$ cat src/rtl/oc_rotate_ctrl_pkg.sv
// oc_rotate_ctrl_pkg: bank geometry and FSM states shared by the rotate controller
package oc_rotate_ctrl_pkg;
  localparam int NUM_WARP_LOG = 3;
  localparam int SIZE_REGFILE_BR = 4;
  localparam int REGFILE_BR_INDEX = NUM_WARP_LOG + SIZE_REGFILE_BR;
  localparam int SIZE_DATA = 32;
  localparam logic [SIZE_REGFILE_BR-1:0] LAST_REG = '1;
  typedef enum logic [2:0] {
    ROT_IDLE,
    ROT_DRAIN,
    ROT_SAVE,
    ROT_RESTORE,
    ROT_FINISH
  } rot_state_e;
endpackage

$ cat src/rtl/oc_rotate_ctrl.sv
// oc_rotate_ctrl: saves/restores one warp's registers through the OC bank rotate port
module oc_rotate_ctrl
  import oc_rotate_ctrl_pkg::*;
(
  input  logic                        clk,
  input  logic                        reset,
  input  logic                        cmdValid_i,
  output logic                        cmdReady_o,
  input  logic                        cmdSave_i,
  input  logic [NUM_WARP_LOG-1:0]     cmdWarp_i,
  input  logic                        pipeIdle_i,
  output logic                        stallPipe_o,
  output logic                        rotate_o,
  output logic                        rotateValid_o,
  output logic                        rotateWE_o,
  output logic [REGFILE_BR_INDEX-1:0] rotateRegAddr_o,
  output logic [SIZE_DATA-1:0]        rotateDin_o,
  input  logic [SIZE_DATA-1:0]        rotateDout_i,
  output logic                        saveValid_o,
  input  logic                        saveReady_i,
  output logic [SIZE_DATA-1:0]        saveData_o,
  input  logic                        rstrValid_i,
  output logic                        rstrReady_o,
  input  logic [SIZE_DATA-1:0]        rstrData_i,
  output logic                        done_o
);
  rot_state_e state_q, state_d;
  logic save_q;
  logic [NUM_WARP_LOG-1:0] warp_q;
  logic [SIZE_REGFILE_BR-1:0] idx_q;
  logic rd_done_q, sv_valid_q;
  logic [SIZE_DATA-1:0] sv_data_q;
  logic cmd_fire, rd_fire, wr_fire, last, rot;
  assign cmd_fire = cmdValid_i && state_q == ROT_IDLE;
  // a read may only fire when the skid register is free or drains this cycle
  assign rd_fire = state_q == ROT_SAVE && !rd_done_q && (!sv_valid_q || saveReady_i);
  assign wr_fire = state_q == ROT_RESTORE && rstrValid_i;
  assign last = idx_q == LAST_REG;
  assign rot = state_q == ROT_SAVE || state_q == ROT_RESTORE;
  always_ff @(posedge clk) begin
    if (reset) state_q <= ROT_IDLE;
    else state_q <= state_d;
  end
  always_comb begin
    state_d = state_q;
    case (state_q)
      ROT_IDLE:    if (cmdValid_i) state_d = ROT_DRAIN;
      ROT_DRAIN:   if (pipeIdle_i) state_d = save_q ? ROT_SAVE : ROT_RESTORE;
      ROT_SAVE:    if (rd_done_q && sv_valid_q && saveReady_i) state_d = ROT_FINISH;
      ROT_RESTORE: if (wr_fire && last) state_d = ROT_FINISH;
      ROT_FINISH:  state_d = ROT_IDLE;
      default:     state_d = ROT_IDLE;
    endcase
  end
  always_comb begin
    cmdReady_o = state_q == ROT_IDLE;
    stallPipe_o = state_q != ROT_IDLE;
    rotate_o = rot;
    rotateValid_o = rd_fire || wr_fire;
    rotateWE_o = wr_fire;
    rotateRegAddr_o = rot ? {warp_q, idx_q} : '0;
    rotateDin_o = wr_fire ? rstrData_i : '0;
    rstrReady_o = state_q == ROT_RESTORE;
    done_o = state_q == ROT_FINISH;
  end
  assign saveValid_o = sv_valid_q;
  assign saveData_o = sv_data_q;
  // the index saturates on the last register so the address stays inside the warp
  always_ff @(posedge clk) begin
    if (reset) begin
      save_q <= 1'b0;
      warp_q <= '0;
      idx_q <= '0;
      rd_done_q <= 1'b0;
      sv_valid_q <= 1'b0;
      sv_data_q <= '0;
    end else begin
      if (cmd_fire) begin
        save_q <= cmdSave_i;
        warp_q <= cmdWarp_i;
        idx_q <= '0;
        rd_done_q <= 1'b0;
      end
      if (rd_fire || wr_fire) idx_q <= last ? idx_q : idx_q + 1'b1;
      if (rd_fire && last) rd_done_q <= 1'b1;
      if (rd_fire) sv_data_q <= rotateDout_i;
      sv_valid_q <= rd_fire || (sv_valid_q && !saveReady_i);
    end
  end
endmodule

$ cat config.mk
export PLATFORM = sky130hd
export DESIGN_NAME = oc_rotate_ctrl
export DESIGN_NICKNAME = d
export VERILOG_FILES = /design/src/rtl/oc_rotate_ctrl_pkg.sv /design/src/rtl/oc_rotate_ctrl.sv
export SDC_FILE = /design/constraint.sdc
export NUM_CORES = 1
export LEC_CHECK = 0
export CELL_PAD_IN_SITES_DETAIL_PLACEMENT = 0
export CELL_PAD_IN_SITES_GLOBAL_PLACEMENT = 1
export CORE_MARGIN = 5
export CORE_UTILIZATION = 24
export CTS_BUF_LIST = sky130_fd_sc_hd__clkbuf_8 sky130_fd_sc_hd__clkbuf_16
export DETAILED_ROUTE_END_ITERATION = 8
export PLACE_DENSITY = 0.93
export SLEW_MARGIN = 15
export SYNTH_ARGS = -nofsm -noshare
export SYNTH_HDL_FRONTEND = slang
export SYNTH_SLANG_ARGS = --single-unit
export TNS_END_PERCENT = 10
$ cat constraint.sdc
create_clock -name clk -period 4 [get_ports clk]
set_input_delay 1 -clock clk [delete_from_list [all_inputs] [get_ports clk]]
set_output_delay 1 -clock clk [all_outputs]
set_load 0.005 [all_outputs]
Word-level counts from Yosys, hierarchy flattened

Cells that the tools add are included.

Word-level logic and storage cells: 53
Flip-flop bits (word level): 45
Input port bits: 74
Output and inout bits: 79

Equal/unequal tests: 10
Reductions and logical operators: 22
Multiplexer cells: 13
$add $sub $neg: 1

Operator list:

| operator                                                                | number |
|---|---|
| 32-bit 2-to-1 mux                                                       | 1 |
| 3-bit 2-to-1 mux                                                        | 4 |
| 4-bit 2-to-1 mux                                                        | 3 |
| 3-bit case mux with 4 select lines                                      | 1 |
| 1-bit logical AND                                                       | 9 |
| 7-bit 2-to-1 mux                                                        | 1 |
| 3-bit by 2-bit == test with 1-bit output, second input constant         | 2 |
| 2-bit inequality test, second input constant                            | 3 |
| 4-bit by 1-bit adder with 4-bit output, second input constant           | 1 |
| 4-bit == test, second input constant                                    | 1 |
| 1-bit logical OR                                                        | 4 |
| 2-bit by 1-bit inequality test with 1-bit output, second input constant | 2 |
| 4-bit AND reduction                                                     | 1 |
| 2-bit nonzero test                                                      | 2 |
| 3-bit by 1-bit == test with 1-bit output, second input constant         | 1 |
| 3-bit == test, second input constant                                    | 1 |
| 1-bit logical NOT                                                       | 3 |
| 3-bit logical NOT                                                       | 1 |
| 1-bit 2-to-1 mux                                                        | 3 |
| 3-bit nonzero test                                                      | 1 |
| 2-bit AND reduction                                                     | 1 |

Longest topological paths before layout

Gate-level depths: netlist of run 1.

Depth in word-level cells: 6
Depth in mapped cells: 6
Mapped depth without buffers: 5

Least setup slack after synthesis of run 1

OpenSTA, ideal clock, no wires.

Path type: input port to output port
Start: input port rstrValid_i
End: output port rotateDin_o[22]
Stages on the path: 4
Slack: 1.307 ns
Path buffers: 2
Arrival: 1.693 ns
Path through: and4b_1 buf_2 clkbuf_1 and2_1

Word-level cells in the longest chain between the ends: 2

Ends and longest elaborated chain:

| item                 | line                 | RTL |
|---|---|---|
| from (decl)          | oc_rotate_ctrl.sv:22 | `input logic rstrValid_i,` |
| 1-bit logical AND    | oc_rotate_ctrl.sv:37 | `assign wr_fire = state_q == ROT_RESTORE && rstrValid_i;` |
| named net rotateWE_o | oc_rotate_ctrl.sv:15 | `output logic rotateWE_o,` |
| 32-bit 2-to-1 mux    | oc_rotate_ctrl.sv:62 | `rotateDin_o = wr_fire ? rstrData_i : '0;` |
| to (decl)            | oc_rotate_ctrl.sv:17 | `output logic [SIZE_DATA-1:0] rotateDin_o,` |

The timed path passes the listed nets, and every way through them passes these cells.

Worst setup path after layout of run 1

Start: input port rstrValid_i
End: output port rotateValid_o

Word-level cells in the longest chain between the ends: 2

Ends and longest elaborated chain:

| item              | line                 | RTL |
|---|---|---|
| 1-bit logical AND | oc_rotate_ctrl.sv:37 |  |
| 1-bit logical OR  | oc_rotate_ctrl.sv:59 | `rotateValid_o = rd_fire \|\| wr_fire;` |
| to (decl)         | oc_rotate_ctrl.sv:14 | `output logic rotateValid_o,` |

Every way passes these cells.

==> results.ini, run 1 <==
[timing]
period_needed_ps = 3670
period_share_pct = 91.8
hold_viol_final = 0
grt_setup_unrepaired = false
worst_pin_slew_ps = 545
fin_setup_tns_ps = 0
finalClockSkew_ps = 5.85
holdWs_ps = 457
max_slew_margin_pct = 63.5
drv_slew = 0
max_freq_mhz = 272
finalSetupViolCount = 0

[floorplanning]
dieArea_mm2 = 0.0102
placementRows = 33
fp.coreArea_mm2 = 0.00818
die_h_um = 101
initial_core_util_pct = 24.4
die_w_um = 101
io_pins = 153

[clock_tree]
holdBufCountCts = 0
post-cts-setup-buffers = 0
root_buffer = clkbuf_8
cts_buffers = 5
htree_levels = 2
ctsResizeCount = 0
clockBufferDepth = 2
clk_latency_ps = 290
cts_tree = done
cts_sinks = 45
clk_pin_slew_ps = 80

[synth]
synth_nets = 331
ys_types = 30
synth_edf_count = 0
avgSynthCellArea_um2 = 7.79
yosysSeqAreaShare_pct = 45.2
netlist_instances = 256
synth_ff_type = dfxtp_1
ys_ff_latch = 45
yosys_warnings = 0
synth_area_mm2 = 0.00199
synthArstFlopShare_pct = 0

[drt]
drtPass1Iterations = 5
drtAntennaViolNets = 0
dr_wl_met3_um = 894
drc = 0
wire_per_inst_um = 13.3
routed_via_density = 4.39
routed_wl_mm = 6.79
dr_total_vias = 2236
highest_layer = met4
wl_met2_mm = 3.20
drtIter0Drc = 38
wl_met1_mm = 2.60

[power_and_ir_drop]
peakVddDrop_mv = 0.116
p_sw_uw = 249
power_density_mw_per_mm2 = 262
p_clk_share_pct = 28.4
power_uw = 970
seqPwrFrac_pct = 50.0
power_frac_comb_pct = 21.6
leakage_uw = 0.00132
p_sw_share_pct = 25.7
internal-power_uw = 721

[layout]
area_delta_synth_final_pct = 85.4
fin_nets = 478
n_antenna_cell = 0
stdcell_area_mm2 = 0.00370
fillers = 801
drive_gt1_share_pct = 4.21

[setup_path]
start_kind = input pin
worstPathCellList = clkdlybuf4s50_1, and4b_1, buf_12, a31oi_2, inv_1, clkdlybuf4s50_1
required_ps = 3000
max_stage_delay_ps = 460
r2r_setup_slack_ps = 1920
worstPathArrival_ps = 2670
cp_common_cell = clkdlybuf4s50_1
cp-end-kind = primary output
r2r_cells = 5
path_depth = 6
path_class = in -> out
critPathLaunch = rstrValid_i
r2r-end = saveData_o[17]$_SDFFE_PP0P_
crit_end = rotateValid_o
crit_slowest_cell = clkdlybuf4s50_1
crit_buf_inv = 4
r2r_start = state_q[0]$_SDFFE_PP0P_
crit_family = buffers and inverters
cp_max_fo = 35

[run]
max_cap_violations = 0

[global_route]
grt_pass1_wl_mm = 10.5
grt_overflow = 0
gr-usage-all-layers_pct = 12.7
grt_pass1_vias = 2201
antenna_found_initial = 0
grt_max_degree = 36

[placed_design]
gp_congestion = 0.816
postPlaceCellArea_mm2 = 0.00361
place_hpwl_mm = 5.38
io_buffers = 152

[worst_hold_path]
min_path_type = reg -> reg

[run_status]
status = finished, final reports clean

==> worst register-to-register path, delay by kind of cell (launching register included) <==
family	cells	cell delay, ps
DFF	1	410
and+or+nand+nor	3	1120
buffers and inverters	1	360
AOI/OAI and AO/OA	1	120
==> Yosys cell counts (2+ instances only) <==
cell,count,area share (%)
buf_2,2,0.50
nor2b_1,2,0.63
inv_1,2,0.38
nand3_1,9,2.3
and2_1,40,13
dfxtp_1,45,45
a21oi_1,42,11
nand4b_1,2,0.88
clkbuf_1,12,2.3
buf_6,3,1.7
nand2_1,71,13
nor2_1,3,0.56
or3_1,2,0.63
o211ai_1,5,1.9
==> layout by cell type, fill, tap and decap left out <==
cell type,instances
o211ai_1,5
clkbuf_8,5
clkinvlp_4,1
nor2b_1,1
nor3_2,1
a31oi_2,1
and3b_1,1
nand3_1,9
and2_1,40
a21oi_1,42
ha_1,1
buf_4,5
or4b_1,1
and4b_1,1
and3_1,1
nor2_1,3
nor2b_2,1
buf_12,1
or3_1,2
clkinv_2,2
inv_1,2
o21ai_0,1
nand2_1,71
xor2_1,1
dfxtp_1,45
nor3b_1,1
nand4b_1,2
nand2b_1,1
a31oi_1,1
clkdlybuf4s50_1,152
nand3b_1,1
a22oi_1,1
a211oi_1,1
==> stage by stage <==
step | std cells | setup WS [ps] | util (%)
floorplan | 256 | 1310 | -
global placement | 501 | 366 | 44.2
detailed placement | 501 | 321 | 44.2
CTS | 509 | 317 | 45.2
global route | 509 | 246 | 45.2
finish | 509 | 328 | 45.2
==> state kept, by name (all words and copies together), names as in the netlist <==
| name | cells |
|---|---|
| rd_done_q | 1 |
| saveData_o | 32 |
| state_q | 3 |
| warp_q | 3 |
| save_q | 1 |
| saveValid_o | 1 |
| idx_q | 4 |
==> power by group through the flow <==
stage	sequential (µW)	combinational, µW	clock, µW
after global placement	494	213	0
after detailed placement	495	214	0
final	485	210	275
after floorplan	492	75.6	0
after global routing	488	231	317
after CTS	485	215	295
==> cell type report <==
type / instances / area [µm²] / area share, %
Clock buffer: 5 / 68.8 / 1.86
Clock inverter: 3 / 17.5 / 0.474
Inverter: 2 / 7.51 / 0.203
Multi-Input combinational cell: 191 / 992 / 26.8
Sequential cell: 45 / 901 / 24.4
Tap cell: 105 / 131 / 3.55
Timing Repair Buffer: 158 / 1580 / 42.7
==> metal layers <==
layer,track usage (%),vias to the layer above
met2,22.6,118
met4,3.48,0
li1,-,1129
met3,6.13,11
met5,0,-
met1,13.2,978
==> cells by family (layout without fill, tap and decap cells) <==
family | Yosys count | in the layout | share of synthesized area [%]
compound gates | 52 | 52 | 14.4
xor+xnor | 1 | 1 | 0.439
fa+ha+maj | 1 | 1 | 0.627
buf+inv | 20 | 168 | 5.21
flops | 45 | 45 | 45.2
simple gates | 137 | 137 | 34.2
==> how the worst min path moves through the flow <==
stage / from / endpoint / slack [ps] / cells after the start
CTS: warp_q[2]$_SDFFE_PP0P_ / warp_q[2]$_SDFFE_PP0P_ / 460 / 2
finish: warp_q[0]$_SDFFE_PP0P_ / warp_q[0]$_SDFFE_PP0P_ / 460 / 2
global placement: warp_q[0]$_SDFFE_PP0P_ / warp_q[0]$_SDFFE_PP0P_ / 440 / 2
detailed placement: warp_q[2]$_SDFFE_PP0P_ / warp_q[2]$_SDFFE_PP0P_ / 450 / 2
floorplan: warp_q[0]$_SDFFE_PP0P_ / warp_q[0]$_SDFFE_PP0P_ / 430 / 2
global route: saveData_o[9]$_SDFFE_PP0P_ / saveData_o[9]$_SDFFE_PP0P_ / 480 / 2
(Power assumes the default switching activity.)
==> inputs of run 2 (changes only) <==
CELL_PAD_IN_SITES_DETAIL_PLACEMENT = unset   (was 0)
CELL_PAD_IN_SITES_GLOBAL_PLACEMENT = unset   (was 1)
CORE_UTILIZATION = 35   (was 24)
PLACE_DENSITY = 0.9   (was 0.93)
==> run 2 against run 1 <==
Effect of this change: combinational power hardly changed; count of clock-buffer cells in the layout up 2; sequential share of layout area is 0.22 points higher; power rose by 2.5%; die area shrank 29%.
==> results.ini, run 2 (synthesis gave the netlist of run 1 again) <==
[run_status]
status = finished, final reports clean

[drt]
routed_wl_mm = 6.74  ; -0.69%
routed_via_density = 4.69  ; +6.7%
drtIter0Drc = 73  ; +92%
drtPass1Iterations = 4  ; -1
drc = 0  ; unchanged
dr_total_vias = 2226  ; -0.45%
drtAntennaViolNets = 0  ; unchanged
wire_per_inst_um = 14.2  ; +6.4%

[clock_tree]
cts_tree = done
htree_levels = 2  ; unchanged
cts_buffers = 5  ; unchanged
post-cts-setup-buffers = 0  ; unchanged
cts_sinks = 45  ; unchanged
clockBufferDepth = 2  ; unchanged
clk_pin_slew_ps = 80  ; about the same
clk_latency_ps = 280  ; about the same
ctsResizeCount = 0  ; unchanged
holdBufCountCts = 0  ; unchanged
root_buffer = clkbuf_8

[placed_design]
gp_congestion = 0.793  ; -2.9%
place_hpwl_mm = 5.26  ; -2.1%
io_buffers = 152  ; unchanged

[floorplanning]
die_h_um = 85.5  ; -15%
placementRows = 27  ; -18%
io_pins = 153  ; unchanged
initial_core_util_pct = 36.2  ; +12 points
die_w_um = 85.5  ; -15%
fp.coreArea_mm2 = 0.00551  ; -33%
dieArea_mm2 = 0.00731  ; -29%

[global_route]
met3_usage_pct = 5.92  ; -0.21 points
grt_pass1_vias = 2179  ; -1.0%
grt_pass1_wl_mm = 10.4  ; -1.2%
gr-usage-met1_pct = 18.3  ; +5.1 points
gr-usage-all-layers_pct = 17.4  ; +4.7 points
gr-usage-met2_pct = 32.8  ; +10 points
grt_overflow = 0  ; unchanged
top_usage_layer = met2
grt_max_degree = 46  ; +28%
antenna_found_initial = 0  ; unchanged

[setup_path]
crit_slowest_cell = clkdlybuf4s50_1
worstPathCellList = clkdlybuf4s50_1, and4b_1, buf_12, a31oi_2, inv_1, clkdlybuf4s50_1
cp_max_fo = 35  ; unchanged
max_stage_delay_ps = 460  ; about the same
path_class = in -> out
crit_buf_inv = 4  ; unchanged
required_ps = 3000  ; about the same
start_kind = input pin
crit_family = buffers and inverters
worstPathArrival_ps = 2670  ; about the same
cp-end-kind = primary output
cp_common_cell = clkdlybuf4s50_1

[timing]
finalClockSkew_ps = 4.18  ; -1.67 ps
grt_setup_unrepaired = false
worst_pin_slew_ps = 668  ; +123 ps
drv_slew = 0  ; unchanged
period_needed_ps = 3670  ; +0.182 ps
finalSetupViolCount = 0  ; unchanged
fin_setup_tns_ps = 0  ; unchanged
max_slew_margin_pct = 55.3  ; -8.2 points
hold_viol_final = 0  ; unchanged
max_freq_mhz = 272  ; about the same
holdWs_ps = 455  ; -1.92 ps
period_share_pct = 91.8  ; about the same

[worst_hold_path]
min_path_type = reg -> reg

[power_and_ir_drop]
p_sw_share_pct = 24.0  ; -1.7 points
leakage_uw = 0.00132  ; +0.42%
power_uw = 994  ; +2.5%
p_clk_share_pct = 30.4  ; +2.0 points
power_frac_comb_pct = 20.8  ; -0.8 points
internal-power_uw = 755  ; +4.8%
p_sw_uw = 238  ; -4.3%
seqPwrFrac_pct = 48.8  ; -1.2 points
power_density_mw_per_mm2 = 271  ; +3.4%
peakVddDrop_mv = 0.174  ; +49%

[layout]
area_delta_synth_final_pct = 83.7
final_common_cell = clkdlybuf4s50_1
n_antenna_cell = 0  ; unchanged
largest_register_ffs = 32  ; unchanged
final_core_util_pct = 66.5  ; +21 points
drive_gt1_share_pct = 3.97  ; -0.24 points
layout_common_cells = clkdlybuf4s50_1 (152), nand2_1 (71), dfxtp_1 (45)
fin_nets = 477  ; -0.21%

[run]
max_cap_violations = 0  ; unchanged

-- run 2: cell types whose count changed in the layout (fill, tap and decap cells not counted), sizes merged --
cell,delta
buf,-1
clkbuf,+2
clkinvlp,-1
clkinv,-1
-- run 2: cell type report --
class	instances	area [µm²]
fillers	457	1840
repair buffers	157	1570
multi-input cells	191	992
flip-flops and latches	45	901
clock buffers	7	96.3
well taps	72	90.1
inverters	2	7.51
clock inverters	1	5.00
-- run 2: per-layer routing --
| layer | vias to the layer above | wire, µm |
|---|---|---|
| met5 | - | 0 |
| met4 | 0 | 76 |
| met3 | 7 | 655 |
| met2 | 101 | 3390 |
| met1 | 987 | 2620 |
| li1 | 1131 | - |
-- run 2: power by group through the flow --
stage | clock (µW) | sequential (µW) | combinational [µW]
after global routing | 329 | 488 | 226
after floorplan | 0 | 492 | 75.6
final | 302 | 485 | 207
after CTS | 316 | 485 | 209
after global placement | 0 | 494 | 205
after detailed placement | 0 | 495 | 209
-- run 2: path summary, 6_finish.rpt --
kind                                                  from                           to  slack, ps  cells past startpoint
worst max-delay path                           rstrValid_i                rotateValid_o        330                      6
worst min register to register  saveData_o[9]$_SDFFE_PP0P_   saveData_o[9]$_SDFFE_PP0P_        450                      2
worst min-delay path            saveData_o[9]$_SDFFE_PP0P_   saveData_o[9]$_SDFFE_PP0P_        450                      2
worst max register to register     state_q[0]$_SDFFE_PP0P_  saveData_o[31]$_SDFFE_PP0P_       1780                      5
-- run 2: metrics by stage --
step | worst slack, ps | std cells | cell area [µm²]
2_1_floorplan | 1310 | 256 | 1990
3_3_place_gp | 355 | 467 | 3560
3_5_place_dp | 331 | 467 | 3560
4_1_cts | 325 | 475 | 3660
5_1_grt | 171 | 475 | 3660
6_report | 328 | 475 | 3660
-- run 2: worst register-to-register path, delay by kind of cell (launching register included) --
kind	cells	cell delay, ps
DFF	1	420
buffers and inverters	1	360
AOI/OAI and AO/OA	1	130
and+or+nand+nor	3	1240
==> inputs of run 3 (changes only) <==
ABC_AREA = 1   (was unset)
PLACE_DENSITY = 0.89   (was 0.9)
SLEW_MARGIN = 30   (was 15)
==> run 3 against run 2 <==
Effect of this change: final cell count increased by 12%; global-route usage up 0.37 points; synthesized cell count grew 20%; flip-flop and latch count stayed put; wire length up 0.85%; sequential share of layout area is 0.19 points lower; non-clock buffer count down 3; critical endpoint is now rotateDin_o[24]; highest routed layer unchanged.
==> results.ini, run 3 <==
[run_status]
status = finished, final reports clean

[clock_tree]
clk_latency_ps = 290  ; about the same
cts_sinks = 45  ; unchanged
cts_tree = done
root_buffer = clkbuf_8
clockBufferDepth = 2  ; unchanged
holdBufCountCts = 0  ; unchanged
cts_buffers = 5  ; unchanged
post-cts-setup-buffers = 0  ; unchanged
clk_pin_slew_ps = 80  ; about the same
htree_levels = 2  ; unchanged
ctsResizeCount = 0  ; unchanged

[layout]
drive_gt1_share_pct = 4.84  ; +0.86 points
layout_common_cells = clkdlybuf4s50_1 (152), nor2_1 (110), inv_1 (47)
fin_nets = 529  ; +11%
final_common_cell = clkdlybuf4s50_1
n_antenna_cell = 0  ; unchanged
final_core_util_pct = 63.5  ; -3.0 points
fillers = 505  ; +11%
area_delta_synth_final_pct = 78.5
largest_register_ffs = 32  ; unchanged
stdcell_area_mm2 = 0.00369  ; +0.79%

[global_route]
grt_pass1_wl_mm = 10.7  ; +2.8%
antenna_found_initial = 0  ; unchanged
grt_overflow = 0  ; unchanged
grt_max_degree = 39  ; -15%
gr-usage-all-layers_pct = 17.8  ; +0.37 points
grt_pass1_vias = 2396  ; +10%

[synth]
synthArstFlopShare_pct = 0  ; unchanged
synth_top_area_share_pct = 43.6  ; -1.6 points
netlist_instances = 308  ; +20%
synth_edf_count = 0  ; unchanged
synth_ff_type = dfxtp_1
synth_nets = 383  ; +16%
synth_area_leaders = dfxtp_1 (44%), nor2_1 (20%), o21ai_0 (9.0%)
synth_common_cells = nor2_1 (110), inv_1 (47), dfxtp_1 (45)
yosysMostFrequentCell = nor2_1
yosysSeqAreaShare_pct = 43.6  ; -1.6 points
ys_ff_latch = 45  ; unchanged
yosys_warnings = 0  ; unchanged
ys_types = 23  ; -23%
synth_top_area_cell = dfxtp_1
synth_area_mm2 = 0.00207  ; +3.7%
avgSynthCellArea_um2 = 6.72  ; -14%

[setup_path]
start_kind = input pin
critPathLaunch = rstrValid_i
r2r_start = state_q[0]$_SDFFE_PP0P_
r2r_cells = 6  ; +1
crit_end = rotateDin_o[24]
path_class = in -> out
cp-end-kind = primary output
cp_max_fo = 34  ; -2.9%
required_ps = 3000  ; about the same
r2r-end = saveData_o[25]$_SDFFE_PP0P_
worstPathArrival_ps = 2510  ; -160 ps
r2r_setup_slack_ps = 2140  ; +360 ps

[timing]
drv_slew = 0  ; unchanged
holdWs_ps = 461  ; +5.73 ps
hold_viol_final = 0  ; unchanged
finalClockSkew_ps = 4.71  ; +0.531 ps
period_share_pct = 87.8  ; -4.0 points
period_needed_ps = 3510  ; -161 ps
max_freq_mhz = 285  ; +4.6%
finalSetupViolCount = 0  ; unchanged
worst_pin_slew_ps = 901  ; +233 ps
fin_setup_tns_ps = 0  ; unchanged
grt_setup_unrepaired = false
max_slew_margin_pct = 39.6  ; -16 points

[power_and_ir_drop]
peakVddDrop_mv = 0.215  ; +24%
leakage_uw = 0.00153  ; +16%
power_density_mw_per_mm2 = 472  ; +74%

[worst_hold_path]
min_path_type = reg -> reg

[drt]
drc = 0  ; unchanged
drtAntennaViolNets = 0  ; unchanged
routed_via_density = 4.48  ; -4.3%
dr_total_vias = 2376  ; +6.7%
routed_wl_mm = 6.80  ; +0.85%
drtIter0Drc = 75  ; +2.7%
drtPass1Iterations = 4  ; unchanged
wire_per_inst_um = 12.8  ; -9.6%

[placed_design]
postPlaceCellArea_mm2 = 0.00361  ; +1.3%
io_buffers = 152  ; unchanged
place_hpwl_mm = 5.29  ; +0.50%
gp_congestion = 0.768  ; -3.1%

[floorplanning]
die_h_um = 86.9  ; +1.6%
io_pins = 153  ; unchanged
initial_core_util_pct = 35.6  ; -0.66 points
die_w_um = 86.9  ; +1.6%
placementRows = 28  ; +3.7%
dieArea_mm2 = 0.00755  ; +3.3%
fp.coreArea_mm2 = 0.00582  ; +5.6%

[run]
max_cap_violations = 0  ; unchanged

==> run 3: changes by cell type after synthesis, moves of 3 or more <==
cell,delta
and2_1,-40
o211ai_1,-5
nor2_1,+107
clkbuf_1,-3
nand2_1,-56
inv_1,+45
o21ai_0,+36
inv_2,+4
a21oi_1,-30
==> run 3: cell type report <==
| cell class | count | area, µm² | area share, % |
|---|---|---|---|
| sequential | 45 | 901 | 24.4 |
| multi-input combinational | 196 | 882 | 23.9 |
| tap | 75 | 93.8 | 2.54 |
| timing repair buffer | 154 | 1540 | 41.6 |
| inverter | 52 | 196 | 5.32 |
| clock inverter | 3 | 13.8 | 0.373 |
| clock buffer | 5 | 68.8 | 1.86 |
==> run 3: critical path, stage by stage <==
cell and delay [ps]:
clkdlybuf4s50_1 500, nand4_2 100, buf_4 250, nor2_1 130
clkdlybuf4s50_1 530
==> run 3: cells by family after synthesis <==
| family | synth area share (%) |
|---|---|
| xor+xnor | 0.424 |
| buf+inv | 13.8 |
| simple gates | 29.8 |
| compound gates | 11.9 |
| flops | 43.6 |
| fa+ha+maj | 0.605 |
==> run 3: layer usage <==
layer  global-route usage, %  wire, µm  vias up
met5                       0         0        -
met4                    7.22       186        0
met3                    6.05       701       15
met2                    32.7      3350      116
met1                    18.2      2560     1023
li1                        -         -     1222
==> run 3: worst min path at each step <==
stage                                 from                      to  slack, ps  depth (start not counted)
floorplan              save_q$_SDFFE_PP0P_     save_q$_SDFFE_PP0P_        430                          2
global placement    warp_q[2]$_SDFFE_PP0P_  warp_q[2]$_SDFFE_PP0P_        440                          2
detailed placement  warp_q[1]$_SDFFE_PP0P_  warp_q[1]$_SDFFE_PP0P_        450                          2
CTS                 warp_q[1]$_SDFFE_PP0P_  warp_q[1]$_SDFFE_PP0P_        470                          2
global route        warp_q[1]$_SDFFE_PP0P_  warp_q[1]$_SDFFE_PP0P_        480                          2
finish              warp_q[2]$_SDFFE_PP0P_  warp_q[2]$_SDFFE_PP0P_        460                          2
==> run 3: where the power goes <==
group	switching (µW)	leakage, µW	internal (µW)
registers	75.8	0.000367	582
clock network	146	0.0000491	119
logic	383	0.00111	438
total	605	0.00153	1140
==> run 3: per-stage QoR <==
stage / power [µW] / std cells / worst slack (ps)
after floorplan: 1060 / 308 / 1460
after global placement: 1470 / 522 / 513
after detailed placement: 1500 / 522 / 469
after CTS: 1770 / 530 / 455
after global routing: 1880 / 530 / 373
final: 1740 / 530 / 489
